File: config.mk
export PLATFORM = sky130hd
export DESIGN_NAME = vga_timing_gen
export DESIGN_NICKNAME = d
export VERILOG_FILES = /design/src/rtl/vga_timing_gen.sv
export SDC_FILE = /design/constraint.sdc
export NUM_CORES = 1
export LEC_CHECK = 0
export CORE_MARGIN = 2
export CORE_UTILIZATION = 34
export CTS_CLUSTER_SIZE = 30
export DETAILED_ROUTE_END_ITERATION = 8
export GPL_TIMING_DRIVEN = 1
export PLACE_DENSITY = 0.78
export SKIP_LAST_GASP = 1
export SYNTH_ARGS = -nofsm -noshare
export SYNTH_HDL_FRONTEND = slang
export SYNTH_SLANG_ARGS = --single-unit
File: constraint.sdc
create_clock -name clk -period 2.5 [get_ports clk]
set_input_delay 0.375 -clock clk [delete_from_list [all_inputs] [get_ports clk]]
set_output_delay 0.375 -clock clk [all_outputs]
set_load 0.1 [all_outputs]
File: src/rtl/vga_timing_gen.sv
// VGA raster timing generator: pixel/line counters, zero-skew registered sync/active, optional region flags.
// Define VGA_REGION_EN to build the NREG rectangle comparators behind region_hit.

`ifdef VGA_REGION_EN
module vga_region_cmp (
   input  logic [63:0] bounds,
   input  logic [15:0] col,
   input  logic [15:0] row,
   output logic        hit
);
   logic [15:0] x0, x1, y0, y1;

   // An inverted rectangle (x0>x1 or y0>y1) can never satisfy both inequalities.
   assign {x0, x1, y0, y1} = bounds;
   assign hit = (col >= x0) && (col <= x1) && (row >= y0) && (row <= y1);
endmodule
`endif

module vga_timing_gen #(
   parameter int unsigned H_ACTIVE = 640,
   parameter int unsigned H_FP     = 16,
   parameter int unsigned H_SYNC   = 96,
   parameter int unsigned H_BP     = 48,
   parameter int unsigned V_ACTIVE = 480,
   parameter int unsigned V_FP     = 10,
   parameter int unsigned V_SYNC   = 2,
   parameter int unsigned V_BP     = 33,
   parameter bit          HS_POL   = 1'b0,
   parameter bit          VS_POL   = 1'b0,
   parameter int unsigned NREG     = 2
) (
   input  logic                 clk,
   input  logic                 rst_n,
   input  logic                 pix_en,
   input  logic [NREG*64-1:0]   reg_bounds,
   output logic [15:0]          column,
   output logic [15:0]          row,
   output logic                 hsync,
   output logic                 vsync,
   output logic                 active,
   output logic                 line_start,
   output logic                 frame_start,
   output logic [NREG-1:0]      region_hit
);
   localparam int unsigned H_TOTAL = H_ACTIVE + H_FP + H_SYNC + H_BP;
   localparam int unsigned V_TOTAL = V_ACTIVE + V_FP + V_SYNC + V_BP;
   localparam logic [15:0] H_LAST   = 16'(H_TOTAL - 1);
   localparam logic [15:0] V_LAST   = 16'(V_TOTAL - 1);
   localparam logic [15:0] HS_FIRST = 16'(H_ACTIVE + H_FP);
   localparam logic [15:0] HS_LAST  = 16'(H_ACTIVE + H_FP + H_SYNC - 1);
   localparam logic [15:0] VS_FIRST = 16'(V_ACTIVE + V_FP);
   localparam logic [15:0] VS_LAST  = 16'(V_ACTIVE + V_FP + V_SYNC - 1);
   localparam logic [15:0] H_VIS    = 16'(H_ACTIVE);
   localparam logic [15:0] V_VIS    = 16'(V_ACTIVE);

   logic [15:0] col_q, col_d, row_q, row_d;
   logic [15:0] col_nx, row_nx;
   logic        hsync_q, hsync_d, vsync_q, vsync_d;
   logic        active_q, active_d;
   logic        line_start_q, line_start_d;
   logic        frame_start_q, frame_start_d;

   always_comb begin
      col_nx = (col_q == H_LAST) ? 16'd0 : col_q + 16'd1;
      row_nx = row_q;
      if (col_q == H_LAST)
         row_nx = (row_q == V_LAST) ? 16'd0 : row_q + 16'd1;
   end

   // Sync/active decode from the next counts so they land in the same register as the counts.
   always_comb begin
      col_d         = col_q;
      row_d         = row_q;
      hsync_d       = hsync_q;
      vsync_d       = vsync_q;
      active_d      = active_q;
      line_start_d  = 1'b0;
      frame_start_d = 1'b0;
      if (pix_en) begin
         col_d         = col_nx;
         row_d         = row_nx;
         hsync_d       = (col_nx >= HS_FIRST && col_nx <= HS_LAST) ? HS_POL : ~HS_POL;
         vsync_d       = (row_nx >= VS_FIRST && row_nx <= VS_LAST) ? VS_POL : ~VS_POL;
         active_d      = (col_nx < H_VIS) && (row_nx < V_VIS);
         line_start_d  = (col_nx == 16'd0);
         frame_start_d = (col_nx == 16'd0) && (row_nx == 16'd0);
      end
   end

   always_ff @(posedge clk or negedge rst_n) begin
      if (!rst_n) begin
         col_q         <= '0;
         row_q         <= '0;
         hsync_q       <= ~HS_POL;
         vsync_q       <= ~VS_POL;
         active_q      <= 1'b0;
         line_start_q  <= 1'b0;
         frame_start_q <= 1'b0;
      end else begin
         col_q         <= col_d;
         row_q         <= row_d;
         hsync_q       <= hsync_d;
         vsync_q       <= vsync_d;
         active_q      <= active_d;
         line_start_q  <= line_start_d;
         frame_start_q <= frame_start_d;
      end
   end

   assign column      = col_q;
   assign row         = row_q;
   assign hsync       = hsync_q;
   assign vsync       = vsync_q;
   assign active      = active_q;
   assign line_start  = line_start_q;
   assign frame_start = frame_start_q;

`ifdef VGA_REGION_EN
   logic [NREG-1:0] cmp_hit;
   logic [NREG-1:0] region_hit_q, region_hit_d;

   for (genvar k = 0; k < NREG; k++) begin : g_reg
      vga_region_cmp u_cmp (
         .bounds (reg_bounds[64*k +: 64]),
         .col    (col_q),
         .row    (row_q),
         .hit    (cmp_hit[k])
      );
   end

   // Flags describe the position held before this tick, hence one tick behind column/row.
   always_comb begin
      region_hit_d = region_hit_q;
      if (pix_en)
         region_hit_d = cmp_hit & {NREG{active_q}};
   end

   always_ff @(posedge clk or negedge rst_n) begin
      if (!rst_n) region_hit_q <= '0;
      else        region_hit_q <= region_hit_d;
   end

   assign region_hit = region_hit_q;
`else
   logic unused_bounds;
   assign unused_bounds = ^reg_bounds;
   assign region_hit    = '0;
`endif
endmodule

==> run_results.csv <==
group,metric,value,unit
route,vias,2563,
route,routed_via_density,5.62,
layout,syn2layout_area_growth,21.6,%
route,post_drt_wl_per_cell,16.7,µm
sta,fin_crit,2400,ps
synthesis,yosysTopAreaCell,"dfrtp_1",
placed_design,port_buffers,39,
floorplan,io_pins,170,
grt,grt_antenna_before_repair,0,
cts,cts_max_path_buffers,2,
route,wl_met3,519,µm
synthesis,syn_area,0.00272,mm²
route,drcViolationCount,0,
synthesis,avgSynthCellArea,8.64,µm²
layout,num-nets-final,489,
sta,tns,0,ps
layout,finalInstanceArea,0.00331,mm²
floorplan,initial_core_util,35.2,%
grt,first_global_vias,2359,
sta,setup_viol,0,
setup_path,crit_path_end_kind,"flop",
cts,holdBufCountCts,0,
setup_path,r2r-end,"vsync$_DFFE_PN1P_",
synthesis,yosys_most_used_dff,"dfrtp_1",
synthesis,synth.most_common_cell,"nand2_1",
setup_path,worstPathRequired,2730,ps
layout,num_antenna_cells,0,
run,drv_cap,0,
setup_path,worstSetupStartpointType,"flop",
power,vdd_drop_max,0.251,mV
power,power.density,576,mW/mm²
route,wl_met2,3.40,mm
sta,fmax,417,MHz
sta,post-route-period-util,96.0,%
sta,hold-worst-slack,219,ps
sta,final-hold-violation-count,0,
placed_design,place_ws,47.6,ps
layout,layout-drive-gt1-share,32.8,%
synthesis,synth_edf_count,0,
floorplan,core,0.00773,mm²
cts,numCtsBuffers,5,
grt,grt_overflow,0,
worst_hold_path,hold_class,"in -> async",
placed_design,hpwlAfterDp,5.48,mm
cts,clock_latency,300,ps
sta,tightest_slew,970,ps
route,top_layer,"met4",
synthesis,ys_top_cells_by_area,"dfrtp_1 (32%), xnor2_1 (6.4%), nand2_1 (6.1%)",
cts,h-tree-depth,2,
setup_path,crit-reg2reg-launch,"row[4]$_DFFE_PN0P_",
setup_path,critPathKind,"reg -> reg",
cts,cts_tree,"done",
outcome,status,"finished, final reports clean",
sta,rsz0062_at_grt,"false",
placed_design,dp_cells,448,
cts,post-cts-setup-buffer-count,0,
setup_path,critPathMaxFanout,7,
synthesis,postSynthCellCount,315,
cts,post_cts_resized,0,
synthesis,async_flop_share,100,%
sta,drv_slew,0,
sta,finalWorstSetupSlack,101,ps
route,first_pass_iters,5,
placed_design,place_area,0.00318,mm²
sta,timing.slew.headroom,35.4,%
floorplan,dieWidth,93.5,µm
sta,skew,8.21,ps
route,ant_nets,0,
synthesis,synth-seq-area-share,34.1,%
setup_path,r2r_cells,7,
grt,track_usage,18.0,%
synthesis,ys_warn_count,0,
cts,numClockSinks,37,
layout,fillers,770,
grt,grt_pass1_wl,12.4,mm
floorplan,die_y,93.5,µm
synthesis,netlist_top_cells_count,"nand2_1 (44), dfrtp_1 (35), o21ai_0 (24)",
synthesis,synth_top_area_share,32.2,%
route,wl_met1,3.59,mm
placed_design,place_congestion,0.938,
cts,clkTransAtPathRegs,80,ps
setup_path,worstPathArrival,2630,ps
route,routed_wl,7.63,mm
grt,grt_max_degree,38,
synthesis,yosysUniqueCellTypes,66,
cts,root_buffer,"clkbuf_8",
floorplan,row_count,32,
floorplan,die-area,0.00874,mm²
layout,finalNonFillerCells,456,
route,drt_iter0_markers,187,
synthesis,synth_seq_cells,37,
power,leakage,1.32,nW
setup_path,r2r_slack,100,ps
[layout by cell type, fill, tap and decap left out, types with 7 or more instances in the layout]
cell	instances
buf_4	57
nand2_1	44
o21ai_0	24
nor2_1	21
xnor2_1	20
nand3_1	19
dfrtp_2	17
nand4_1	11
a21oi_1	10
dfrtp_4	10
o31ai_1	8
dfrtp_1	8
nor3_1	7
clkbuf_8	7
[registers in the layout (all words and copies together), names as in the netlist]
register     flops
hsync            1
frame_start      1
vsync            1
active           1
line_start       1
row             16
column          16
[metrics by stage]
| stage | utilization, % | total power [W] |
|---|---|---|
| 2_1_floorplan | - | 0.00131 |
| 3_3_place_gp | 41.2 | 0.00142 |
| 3_5_place_dp | 41.2 | 0.00144 |
| 4_1_cts | 42.5 | 0.00191 |
| 5_1_grt | 42.8 | 0.00199 |
| 6_report | 42.8 | 0.00191 |
[worst max-delay path, stage by stage (launching register included)]
cell and delay [ps]:
dfrtp_1 490, nor4_1 410, nand4_1 250, and2_1 240
a41oi_2 190, a21oi_1 80, or4_1 500, o22a_1 180
[how the worst max path moves through the flow]
| stage | start | end | slack, ps | cells after the start |
|---|---|---|---|---|
| floorplan | column[5]$_DFFE_PN0P_ | active$_DFFE_PN0P_ | -2 | 9 |
| global placement | column[0]$_DFFE_PN0P_ | frame_start$_DFF_PN0_ | 130 | 8 |
| detailed placement | column[5]$_DFFE_PN0P_ | active$_DFFE_PN0P_ | 50 | 7 |
| CTS | column[5]$_DFFE_PN0P_ | active$_DFFE_PN0P_ | 30 | 7 |
| global route | row[1]$_DFFE_PN0P_ | active$_DFFE_PN0P_ | 0.6 | 9 |
| finish | row[4]$_DFFE_PN0P_ | vsync$_DFFE_PN1P_ | 100 | 7 |
[report_power, final]
group	internal, W	leakage [nW]	total (W)	switching (W)
clock	0.000250	0.0542	0.000478	0.000229
combinational	0.000170	0.817	0.000667	0.000497
sequential	0.000663	0.449	0.000763	0.0000998
[cell type report]
| type | instances | area (µm²) | area share [%] |
|---|---|---|---|
| repair buffers | 59 | 443 | 13.4 |
| multi-input cells | 245 | 1630 | 49.3 |
| clock buffers | 7 | 96.3 | 2.91 |
| flip-flops and latches | 37 | 987 | 29.8 |
| clock inverters | 1 | 5.00 | 0.151 |
| inverters | 5 | 18.8 | 0.567 |
| well taps | 102 | 128 | 3.85 |
[kinds of logic (layout without fill, tap and decap cells)]
logic type                 count (synthesis)  count (layout)  synth area share, %
other                                      1               2                0.138
muxes                                      1               1                0.414
and+or+nand+nor                          148             148                 32.1
adders and majority gates                  5               5                 2.30
xor gates and xnor gates                  25              25                 8.04
buffers and inverters                     34              72                 7.77
AOI/OAI and AO/OA                         64              64                 15.1
DFF                                       37              37                 34.1
[routing by layer]
| metal | vias up | global-route usage [%] |
|---|---|---|
| li1 | 1213 | - |
| met1 | 1213 | 26.4 |
| met2 | 123 | 26.9 |
| met3 | 14 | 3.22 |
| met4 | 0 | 5.51 |
| met5 | - | 0 |
Power figures use the tool's default switching activity.
